[src/rtl/gen_bus_rr_arbiter.sv]
// gen_bus_rr_arbiter
//   Round-robin arbiter sharing one downstream generic bus port between
//   NUM_REQ upstream requesters (0 = icache, 1 = dcache, 2 = aux).
//   A grant is held for one whole transaction. An optional watchdog forces
//   completion when the downstream side stays busy too long.
//
//   state  | meaning
//   IDLE   | no grant; choose the next active requester after last_grant
//   ACTIVE | granted requester drives the downstream port until done/abort/timeout
//
// Ports
//   CLK, nRST                     clock, asynchronous active-low reset
//   req_addr/wdata/byte_en        per-requester packed request fields (slot i at i*W)
//   req_ren/req_wen               per-requester read/write requests
//   req_rdata                     read data broadcast to all requesters
//   req_busy                      per-requester busy; one-cycle low = completion
//   out_addr/wdata/byte_en/ren/wen downstream request
//   out_rdata/out_busy            downstream response
//   grant_valid/grant_id          current grant
//   timeout_err                   one-cycle pulse when the watchdog fires
module gen_bus_rr_arbiter #(
  parameter int          NUM_REQ        = 3,
  parameter int          TIMEOUT_CYCLES = 0,
  parameter logic [31:0] TIMEOUT_RDATA  = 32'hBAD1_BAD1
) (
  input  logic                       CLK,
  input  logic                       nRST,
  input  logic [NUM_REQ*32-1:0]      req_addr,
  input  logic [NUM_REQ*32-1:0]      req_wdata,
  input  logic [NUM_REQ*4-1:0]       req_byte_en,
  input  logic [NUM_REQ-1:0]         req_ren,
  input  logic [NUM_REQ-1:0]         req_wen,
  output logic [31:0]                req_rdata,
  output logic [NUM_REQ-1:0]         req_busy,
  output logic [31:0]                out_addr,
  output logic [31:0]                out_wdata,
  output logic [3:0]                 out_byte_en,
  output logic                       out_ren,
  output logic                       out_wen,
  input  logic [31:0]                out_rdata,
  input  logic                       out_busy,
  output logic                       grant_valid,
  output logic [$clog2(NUM_REQ)-1:0] grant_id,
  output logic                       timeout_err
);

  localparam int ID_W = $clog2(NUM_REQ);
  // Counter sized so TIMEOUT_CYCLES fits without wrapping; 1 bit when disabled.
  localparam int WD_W = (TIMEOUT_CYCLES > 0) ? $clog2(TIMEOUT_CYCLES + 1) : 1;
  localparam logic [WD_W-1:0] WD_LAST = WD_W'((TIMEOUT_CYCLES > 0) ? TIMEOUT_CYCLES - 1 : 0);

  typedef enum logic {IDLE, ACTIVE} state_t;

  state_t            r_state, w_state_nxt;
  logic [ID_W-1:0]   r_last_grant, w_last_nxt;
  logic [ID_W-1:0]   r_grant_id, w_gid_nxt;
  logic              r_grant_valid, w_gvalid_nxt;
  logic [WD_W-1:0]   r_wd_cnt, w_wd_nxt;

  logic [31:0]       w_addr_slot  [NUM_REQ];
  logic [31:0]       w_wdata_slot [NUM_REQ];
  logic [3:0]        w_be_slot    [NUM_REQ];
  logic [NUM_REQ-1:0] w_active;
  logic              w_found;
  logic [ID_W-1:0]   w_sel;
  logic              w_ren_g, w_wen_g, w_act_g;
  logic              w_done, w_timeout, w_abort;

  for (genvar gi = 0; gi < NUM_REQ; gi++) begin : g_slot
    assign w_addr_slot[gi]  = req_addr[32*gi +: 32];
    assign w_wdata_slot[gi] = req_wdata[32*gi +: 32];
    assign w_be_slot[gi]    = req_byte_en[4*gi +: 4];
  end

  assign w_active = req_ren | req_wen;

  // Search upward from last_grant+1 so the most recent winner is considered last.
  always_comb begin
    w_found = 1'b0;
    w_sel   = '0;
    for (int k = 1; k <= NUM_REQ; k++) begin
      if (!w_found && w_active[ID_W'((int'(r_last_grant) + k) % NUM_REQ)]) begin
        w_found = 1'b1;
        w_sel   = ID_W'((int'(r_last_grant) + k) % NUM_REQ);
      end
    end
  end

  assign w_ren_g   = req_ren[r_grant_id];
  assign w_wen_g   = req_wen[r_grant_id];
  assign w_act_g   = w_ren_g | w_wen_g;
  assign w_done    = (r_state == ACTIVE) && w_act_g && !out_busy;
  assign w_timeout = (TIMEOUT_CYCLES > 0) && (r_state == ACTIVE) && w_act_g && out_busy
                     && (r_wd_cnt == WD_LAST);
  assign w_abort   = (r_state == ACTIVE) && !w_act_g;

  always_ff @(posedge CLK or negedge nRST) begin
    if (!nRST) begin
      r_state       <= IDLE;
      r_last_grant  <= ID_W'(NUM_REQ - 1);
      r_grant_id    <= '0;
      r_grant_valid <= 1'b0;
      r_wd_cnt      <= '0;
    end else begin
      r_state       <= w_state_nxt;
      r_last_grant  <= w_last_nxt;
      r_grant_id    <= w_gid_nxt;
      r_grant_valid <= w_gvalid_nxt;
      r_wd_cnt      <= w_wd_nxt;
    end
  end

  always_comb begin
    w_state_nxt  = r_state;
    w_last_nxt   = r_last_grant;
    w_gid_nxt    = r_grant_id;
    w_gvalid_nxt = r_grant_valid;
    w_wd_nxt     = r_wd_cnt;
    case (r_state)
      IDLE: begin
        w_wd_nxt = '0;
        if (w_found) begin
          w_state_nxt  = ACTIVE;
          w_gid_nxt    = w_sel;
          w_gvalid_nxt = 1'b1;
        end
      end
      ACTIVE: begin
        if (w_done || w_timeout || w_abort) begin
          w_state_nxt  = IDLE;
          w_gvalid_nxt = 1'b0;
          w_last_nxt   = r_grant_id;
          w_wd_nxt     = '0;
        end else if (out_busy && (r_wd_cnt != WD_LAST)) begin
          w_wd_nxt = r_wd_cnt + 1'b1;
        end
      end
      default: w_state_nxt = IDLE;
    endcase
  end

  always_comb begin
    req_busy    = '1;
    req_rdata   = '0;
    out_addr    = '0;
    out_wdata   = '0;
    out_byte_en = '0;
    out_ren     = 1'b0;
    out_wen     = 1'b0;
    timeout_err = 1'b0;
    if (r_state == ACTIVE) begin
      out_addr    = w_addr_slot[r_grant_id];
      out_wdata   = w_wdata_slot[r_grant_id];
      out_byte_en = w_be_slot[r_grant_id];
      out_wen     = w_wen_g;
      out_ren     = w_ren_g && !w_wen_g;
      if (w_done) begin
        req_busy[r_grant_id] = 1'b0;
        req_rdata            = out_rdata;
      end else if (w_timeout) begin
        req_busy[r_grant_id] = 1'b0;
        req_rdata            = TIMEOUT_RDATA;
        timeout_err          = 1'b1;
      end
    end
  end

  assign grant_valid = r_grant_valid;
  // Report index 0 while idle so idle outputs match the reset view.
  assign grant_id    = r_grant_valid ? r_grant_id : '0;

endmodule
[config.mk]
export PLATFORM = sky130hd
export DESIGN_NAME = gen_bus_rr_arbiter
export DESIGN_NICKNAME = d
export VERILOG_FILES = /design/src/rtl/gen_bus_rr_arbiter.sv
export SDC_FILE = /design/constraint.sdc
export NUM_CORES = 1
export LEC_CHECK = 0
export CAP_MARGIN = 20
export CORE_AREA = 2 2 136 138
export DETAILED_ROUTE_END_ITERATION = 10
export DIE_AREA = 0 0 138 140
export SYNTH_ARGS = -nofsm -noshare
export SYNTH_HDL_FRONTEND = slang
export SYNTH_SLANG_ARGS = --single-unit
[constraint.sdc]
create_clock -name CLK -period 2.9 [get_ports CLK]
set_clock_uncertainty 0.2 [all_clocks]
set_input_delay 0.29 -clock CLK [delete_from_list [all_inputs] [get_ports CLK]]
set_output_delay 0.29 -clock CLK [all_outputs]
set_load 0.005 [all_outputs]
==> results of run 1 <==
==> synth_stat cells (all sizes together) (2+ instances only) <==
library cell    n  area [sq um]
dfrtp           5           125
and2          103           644
clkbuf         24          90.1
a21oi           5          25.0
nand3           2          10.0
o22ai           2          12.5
nor2            6          22.5
buf            13          68.8
nor3b           2          20.0
o2bb2ai         2          17.5
nand2          72           270
o21ai          71           355
mux2i          73           731
inv             5          18.8
ha              3          37.5
nor3            3          15.0
==> per-layer routing <==
metal  routed length [microns]  part of all wire [%]
met4                       215                   1.5
met1                      5660                    40
met3                      1190                   8.3
met2                      7270                    51
met5                         0                     0
==> worst paths after layout <==
path / slack [ns] / endpoint / start
hold reg to reg: 0.31 / r_last_grant[1] / r_last_grant[1]
min in group CLK: 0.31 / r_last_grant[1] / r_last_grant[1]
hold / removal: 0.10 / r_grant_id[1] / nRST
setup / recovery: 0.11 / out_byte_en[2] / r_grant_id[1]
setup reg to reg: 0.61 / r_grant_id[0] / r_last_grant[1]
max in group asynchronous: 2.12 / r_last_grant[1] / nRST
==> cells in the final DEF, fill, tap and decap left out, types with 2 or more instances in the layout <==
cell               n
clkbuf_16          3
buf_4              7
buf_12             3
nor3_1             3
dfrtp_2            2
clkdlybuf4s50_1  348
a21oi_1            5
ha_1               3
o22ai_1            2
nand2_1           72
o21ai_0           71
and2_1           103
inv_1              5
nor2_1             6
nand3_1            2
dfrtp_1            2
dlymetal6s2s_1     4
mux2i_1           73
==> power by group through the flow <==
stage | logic, W | clock network, W | registers (W)
floorplan | 0.00169 | 0 | 0.000148
global placement | 0.00366 | 0 | 0.000181
detailed placement | 0.00364 | 0 | 0.000182
CTS | 0.00366 | 0.000235 | 0.000183
global route | 0.00397 | 0.000241 | 0.000191
finish | 0.00363 | 0.000234 | 0.000183
==> sequential cells by signal (all words and copies together) (netlist names) <==
register      cells
grant_valid       1
r_last_grant      2
r_state           1
r_grant_id        2
==> per-stage QoR <==
| step | hold WS [ns] | setup WS, ns | utilization (%) | std cells |
|---|---|---|---|---|
| after floorplan | -0.206 | 0.784 | - | 402 |
| after global placement | 0.298 | 0.133 | 35.6 | 955 |
| after detailed placement | 0.310 | 0.0932 | 35.6 | 955 |
| after CTS | 0.113 | 0.0218 | 36.1 | 959 |
| after global routing | 0.127 | 0.000848 | 36.3 | 960 |
| final | 0.104 | 0.112 | 36.3 | 960 |
==> layout make-up <==
type                            instances  area (sq um)
Fill cell                            1890         11300
Timing Repair Buffer                  362          3650
Multi-Input combinational cell        354          2260
Tap cell                              229           287
Sequential cell                         6           158
Clock buffer                            4          78.8
Inverter                                5          18.8
==> cell families after synthesis <==
kind of cell | share of synthesized area, %
other | 0.146
AND/OR/NAND/NOR | 39.2
flip-flops | 5.91
adder cells (fa/ha/maj) | 1.47
multiplexers | 28.5
AO/OA/AOI/OAI | 17.8
buffers and inverters | 6.94
==> timing repair <==
action / CTS / global route
setup endpoints to repair: 0 / 34
setup buffers: 0 / 1
gates resized for setup: 0 / 7
==> critical path: stages, from the launching register on <==
cell and delay (ns):
dfrtp_4 0.52, nor2b_4 0.23, buf_4 0.14, buf_4 0.27, nand2_1 0.10, o21ai_0 0.07, and2_1 0.19, clkdlybuf4s50_1 0.53
==> impl_metrics.sql, run 1 <==
INSERT INTO impl_metrics (metric_group, metric, value, unit) VALUES
('outcome', 'run_status', 'finished clean', ''),
('floorplan', 'placeableCoreArea', '17800', 'sq um'),
('timing', 'grt_setup_unrepaired', 'false', ''),
('timing', 'totalNegativeSetupSlack', '0', 'ns'),
('global_routing', 'antenna_violations_before_repair', '0', ''),
('routing', 'drc_marker_count_from_the_first_detailed_route_iteration', '121', ''),
('routing', 'drc', '0', ''),
('clock_network', 'ctsHoldBuffers', '0', ''),
('global_routing', 'grt_max_degree', '50', ''),
('power_and_ir_drop', 'sw_frac_of_total', '40.0', '%'),
('placement', 'dpl_cell_area', '6330', 'sq um'),
('placement', 'buffer_ports.inserted', '352', ''),
('power_and_ir_drop', 'leakagePower', '2.42', 'nW'),
('timing', 'timing.final.hold_violations', '0', ''),
('synthesis', 'syn_nets', '650', ''),
('setup_path', 'worstPathArrival', '2.30', 'ns'),
('job', 'cap_viol_max_count', '0', ''),
('global_routing', 'wire_length_of_the_first_global_routing_pass', '22.4', 'mm'),
('floorplan', 'initial_utilization', '14.4', '%'),
('routing', 'first_pass_iters', '4', ''),
('routing', 'routedWlPerCell', '14.9', 'microns'),
('synthesis', 'syn_area_per_cell', '6.37', 'sq um'),
('floorplan', 'floorplan.die.width', '138', 'microns'),
('power_and_ir_drop', 'total_power', '0.00405', 'W'),
('power_and_ir_drop', 'power_frac_comb', '89.7', '%'),
('final_layout', 'area_growth_syn_to_layout', '152', '%'),
('synthesis', 'synth_enable_flop_cells', '0', ''),
('final_layout', 'drive_gt1_share', '3.01', '%'),
('synthesis', 'synthFlopType', 'dfrtp_1', ''),
('setup_path', 'critPathCaptureType', 'output port', ''),
('power_and_ir_drop', 'power_density', '628', 'nW/um^2'),
('clock_network', 'cts-buffers-inserted', '3', ''),
('setup_path', 'req_time_crit_path', '2.41', 'ns'),
('global_routing', 'met3_usage', '3.83', '%'),
('global_routing', 'global_routing_usage_on_met1', '16.0', '%'),
('floorplan', 'die_h', '140', 'microns'),
('floorplan', 'placement_rows', '49', ''),
('routing', 'route.vias.total', '3978', ''),
('routing', 'drt-vias-per-instance', '4.14', ''),
('clock_network', 'htreeDepth', '1', ''),
('clock_network', 'numClockSinks', '6', ''),
('global_routing', 'groute.usage.overall', '14.0', '%'),
('synthesis', 'yosysSeqAreaShare', '5.91', '%'),
('timing', 'final_max_slew_viol_count', '0', ''),
('global_routing', 'grt.met2_usage', '26.4', '%'),
('final_layout', 'postLayoutCellArea', '6450', 'sq um'),
('floorplan', 'fp.dieArea', '19300', 'sq um'),
('power_and_ir_drop', 'clock_power_share', '5.8', '%'),
('power_and_ir_drop', 'seq_power_share', '4.5', '%'),
('setup_path', 'worstSetupStartpointType', 'flop', ''),
('final_layout', 'insertedDiodeCount', '0', ''),
('synthesis', 'synth.yosys.warnings', '0', ''),
('clock_network', 'cts.root.buffer_cell', 'clkbuf_16', ''),
('routing', 'route.final.wire_length', '14.3', 'mm'),
('final_layout', 'num-nets-final', '980', ''),
('global_routing', 'grt.busiest_layer', 'met2', ''),
('min_path', 'tightest_hold_check_type', 'primary input to async pin', ''),
('floorplan', 'floorplan.io_pins', '354', ''),
('timing', 'max_freq', '0.359', 'GHz'),
('clock_network', 'clk_latency', '0.23', 'ns'),
('placement', 'gp_congestion', '0.834', ''),
('timing', 'worstMarginPinSlew', '0.521', 'ns'),
('routing', 'route.antenna.remaining_nets', '0', ''),
('synthesis', 'yosys.cell_types.count', '30', ''),
('synthesis', 'netlist_area', '2560', 'sq um'),
('clock_network', 'tritoncts', 'yes', ''),
('power_and_ir_drop', 'p_int', '0.00243', 'W'),
('placement', 'dpl.hpwl', '11.8', 'mm'),
('power_and_ir_drop', 'power.ir.vdd_worst', '467', 'uV'),
('timing', 'total_of_endpoints_with_negative_setup_slack_in_the_final_report', '0', ''),
('synthesis', 'syn-instance-count', '402', ''),
('global_routing', 'number_of_global_route_vias_before_repair', '4167', ''),
('timing', 'final.min_clock_period', '2.79', 'ns'),
('clock_network', 'cts-root-to-sink-buffers', '2', ''),
('setup_path', 'worstPathMaxFanout', '22', ''),
('setup_path', 'worstRegToRegCells', '7', ''),
('setup_path', 'timing.setup.critical_path_class', 'flop to output port', ''),
('timing', 'final.period_utilization', '96.2', '%'),
('clock_network', 'worst_setup_hold_path_clk_slew', '0.04', 'ns'),
('synthesis', 'async_flop_share', '100', '%'),
('power_and_ir_drop', 'p_switching', '0.00162', 'W'),
('global_routing', 'grt-ovfl-total', '0', ''),
('synthesis', 'postSynthRegisterBits', '6', ''),
('timing', 'relSlewSlack', '65.0', '%');
(Power assumes the default switching activity.)
==> inputs of run 2 (changes only) <==
--- a/config.mk
+++ b/config.mk
@@ -7,6 +7,7 @@
 export LEC_CHECK = 0
 export CAP_MARGIN = 20
 export CORE_AREA = 2 2 136 138
+export CTS_CLUSTER_DIAMETER = 120
 export DETAILED_ROUTE_END_ITERATION = 10
 export DIE_AREA = 0 0 138 140
 export SYNTH_ARGS = -nofsm -noshare
==> results of run 2 <==
No change in the layout: final DEF, timing and power equal those of run 1.
==> inputs of run 3 (changes only) <==
==> constraint.sdc (replaced) <==
create_clock -name CLK -period 2.9 [get_ports CLK]
set_clock_uncertainty 0.2 [all_clocks]
set_input_delay 0.29 -clock CLK [delete_from_list [all_inputs] [get_ports CLK]]
set_output_delay 0.29 -clock CLK [all_outputs]
set_load 0.01 [all_outputs]
==> run 3 against run 2 <==
Clock power is essentially flat. First-iteration DRC count fell by 19%. Setup slack worse by 0.013 ns. Sequential share of layout area decreased by 0.056 points. Critical path depth grew 1. Via count shrank 0.25%. Combinational power increased by 8.8%. Critical path type unchanged.
==> impl_metrics.sql, run 3 (synthesis gave the netlist of run 1 again) <==
INSERT INTO impl_metrics (metric_group, metric, value, unit) VALUES
('setup_path', 'worstRegToRegCells', '7', ''),
('global_routing', 'grt.busiest_layer', 'met2', ''),
('timing', 'final.period_utilization', '96.6', '%'),
('floorplan', 'fp.dieArea', '19300', 'sq um'),
('setup_path', 'worstSetupStartpoint', 'r_grant_id[1]', ''),
('final_layout', 'sequential_cell_area', '158', 'sq um'),
('floorplan', 'initial_utilization', '14.4', '%'),
('routing', 'route.final.wire_length', '14.8', 'mm'),
('setup_path', 'worstPathMaxFanout', '17', ''),
('routing', 'drc_marker_count_from_the_first_detailed_route_iteration', '98', ''),
('global_routing', 'antenna_violations_before_repair', '1', ''),
('setup_path', 'crit_chain', 'nor2b_4 > o2bb2ai_2 > nor2_1 > nor3b_4 > buf_12 > clkbuf_16 > nand3_1 > clkdlybuf4s50_1', ''),
('clock_network', 'cts-root-to-sink-buffers', '2', ''),
('floorplan', 'placement_rows', '49', ''),
('timing', 'final.min_clock_period', '2.80', 'ns'),
('final_layout', 'num-nets-final', '985', ''),
('routing', 'first_pass_iters', '4', ''),
('placement', 'dpl.hpwl', '11.9', 'mm'),
('power_and_ir_drop', 'p_int', '0.00249', 'W'),
('power_and_ir_drop', 'power_frac_comb', '90.6', '%'),
('routing', 'route.antenna.remaining_nets', '0', ''),
('clock_network', 'htreeDepth', '1', ''),
('clock_network', 'worst_setup_hold_path_clk_slew', '0.04', 'ns'),
('floorplan', 'placeableCoreArea', '17800', 'sq um'),
('routing', 'drc', '0', ''),
('timing', 'timing.final.ws_setup', '0.0980', 'ns'),
('timing', 'max_freq', '0.357', 'GHz'),
('setup_path', 'worstPathArrival', '2.31', 'ns'),
('timing', 'timing.final.hold_violations', '0', ''),
('min_path', 'tightest_hold_check_type', 'primary input to async pin', ''),
('final_layout', 'area_growth_syn_to_layout', '158', '%'),
('setup_path', 'timing.setup.critical_path_class', 'flop to output port', ''),
('global_routing', 'grt-ovfl-total', '0', ''),
('setup_path', 'cpPeakStageDelay', '0.51', 'ns'),
('clock_network', 'tritoncts', 'yes', ''),
('placement', 'gp_congestion', '0.824', ''),
('global_routing', 'global_routing_usage_on_met1', '15.7', '%'),
('routing', 'drt-vias-per-instance', '4.11', ''),
('power_and_ir_drop', 'clock_power_share', '5.4', '%'),
('power_and_ir_drop', 'p_switching', '0.00187', 'W'),
('floorplan', 'floorplan.io_pins', '354', ''),
('setup_path', 'req_time_crit_path', '2.41', 'ns'),
('clock_network', 'clk_latency', '0.23', 'ns'),
('timing', 'final_max_slew_viol_count', '0', ''),
('power_and_ir_drop', 'seq_power_share', '4.1', '%'),
('timing', 'relSlewSlack', '65.1', '%'),
('outcome', 'run_status', 'finished clean', ''),
('final_layout', 'finish.utilization', '37.1', '%'),
('global_routing', 'grt.met2_usage', '26.8', '%'),
('global_routing', 'wire_length_of_the_first_global_routing_pass', '22.3', 'mm'),
('global_routing', 'groute.usage.overall', '13.9', '%'),
('final_layout', 'most-common-layout-cells', '320 x clkdlybuf4s50_1, 103 x and2_1, 73 x mux2i_1', ''),
('routing', 'routedWlPerCell', '15.3', 'microns'),
('timing', 'worstMarginPinSlew', '0.519', 'ns'),
('global_routing', 'grt_max_degree', '50', ''),
('global_routing', 'number_of_global_route_vias_before_repair', '4192', ''),
('floorplan', 'die_h', '140', 'microns'),
('clock_network', 'cts-buffers-inserted', '3', ''),
('job', 'cap_viol_max_count', '0', ''),
('final_layout', 'filler_cell_count', '1878', ''),
('final_layout', 'drive_gt1_share', '3.67', '%'),
('clock_network', 'numClockSinks', '6', ''),
('power_and_ir_drop', 'power.ir.vdd_worst', '407', 'uV'),
('power_and_ir_drop', 'power_density', '661', 'nW/um^2'),
('power_and_ir_drop', 'sw_frac_of_total', '42.9', '%'),
('final_layout', 'biggestRegsByFlops', 'r_grant_id x2, r_last_grant x2', ''),
('power_and_ir_drop', 'leakagePower', '2.93', 'nW'),
('setup_path', 'timing.rr.start', 'r_last_grant[1]', ''),
('setup_path', 'worstSetupStartpointType', 'flop', ''),
('floorplan', 'floorplan.die.width', '138', 'microns'),
('final_layout', 'final_common_cell', 'clkdlybuf4s50_1', ''),
('setup_path', 'worst_path_max_delay_cell', 'dfrtp_4', ''),
('setup_path', 'critPathCaptureType', 'output port', ''),
('placement', 'place_ws', '0.0639', 'ns'),
('routing', 'route.vias.total', '3968', ''),
('global_routing', 'met3_usage', '3.52', '%'),
('timing', 'total_of_endpoints_with_negative_setup_slack_in_the_final_report', '0', ''),
('final_layout', 'multi_input_logic_area', '2260', 'sq um'),
('placement', 'buffer_ports.inserted', '352', ''),
('clock_network', 'cts.root.buffer_cell', 'clkbuf_16', '');
==> run 3: power groups by stage <==
| stage | Clock, W | Combinational, W | Sequential (W) |
|---|---|---|---|
| 5_1_grt | 0.000242 | 0.00430 | 0.000187 |
| 3_5_place_dp | 0 | 0.00389 | 0.000181 |
| 2_1_floorplan | 0 | 0.00192 | 0.000150 |
| 6_report | 0.000234 | 0.00395 | 0.000178 |
| 4_1_cts | 0.000236 | 0.00391 | 0.000181 |
| 3_3_place_gp | 0 | 0.00389 | 0.000181 |
==> run 3: stage by stage <==
| stage | instance area (sq um) | hold WS [ns] | instances | total power (W) | TNS, ns |
|---|---|---|---|---|---|
| after floorplan | 2560 | -0.206 | 402 | 0.00207 | 0 |
| after global routing | 6600 | 0.114 | 966 | 0.00473 | -0.0597 |
| after detailed placement | 6330 | 0.313 | 955 | 0.00407 | 0 |
| final | 6600 | 0.100 | 966 | 0.00437 | 0 |
| after CTS | 6410 | 0.105 | 959 | 0.00433 | 0 |
| after global placement | 6330 | 0.298 | 955 | 0.00407 | 0 |
==> run 3: worst max-delay path, delay by kind of cell (launching register included) <==
family | cells | cell delay [ns]
simple gates | 4 | 0.60
flops | 1 | 0.51
compound gates | 1 | 0.14
buf+inv | 3 | 0.82
==> run 3: area by class of cell <==
class,count,area share [%]
diodes,1,0.0379
clock buffers,4,1.19
inverters,5,0.284
multi-input cells,354,34.2
flip-flops and latches,6,2.39
well taps,229,4.34
repair buffers,367,57.6
==> run 3: routing by layer <==
| metal | wire length (microns) | share of wire, % | up-vias |
|---|---|---|---|
| li1 | - | - | 2019 |
| met1 | 5730 | 39 | 1717 |
| met2 | 7690 | 52 | 222 |
| met3 | 1180 | 8.0 | 10 |
| met4 | 157 | 1.1 | 0 |
| met5 | 0 | 0 | - |
==> run 3: final timing paths <==
kind / end / slack, ns
setup / recovery: req_busy[2] / 0.1
hold / removal: r_grant_id[1] / 0.10
setup reg to reg: grant_valid / 0.61
hold reg to reg: r_last_grant[1] / 0.31
max in group asynchronous: r_last_grant[1] / 2.12
min in group CLK: r_last_grant[1] / 0.31
==> run 3: what timing repair did <==
item / in CTS / in global routing
resized for setup: 0 / 35
hold buffers: 0 / 0
buffers inserted: 0 / 4
hold endpoints to repair: 0 / 0
setup endpoints to repair: 0 / 35
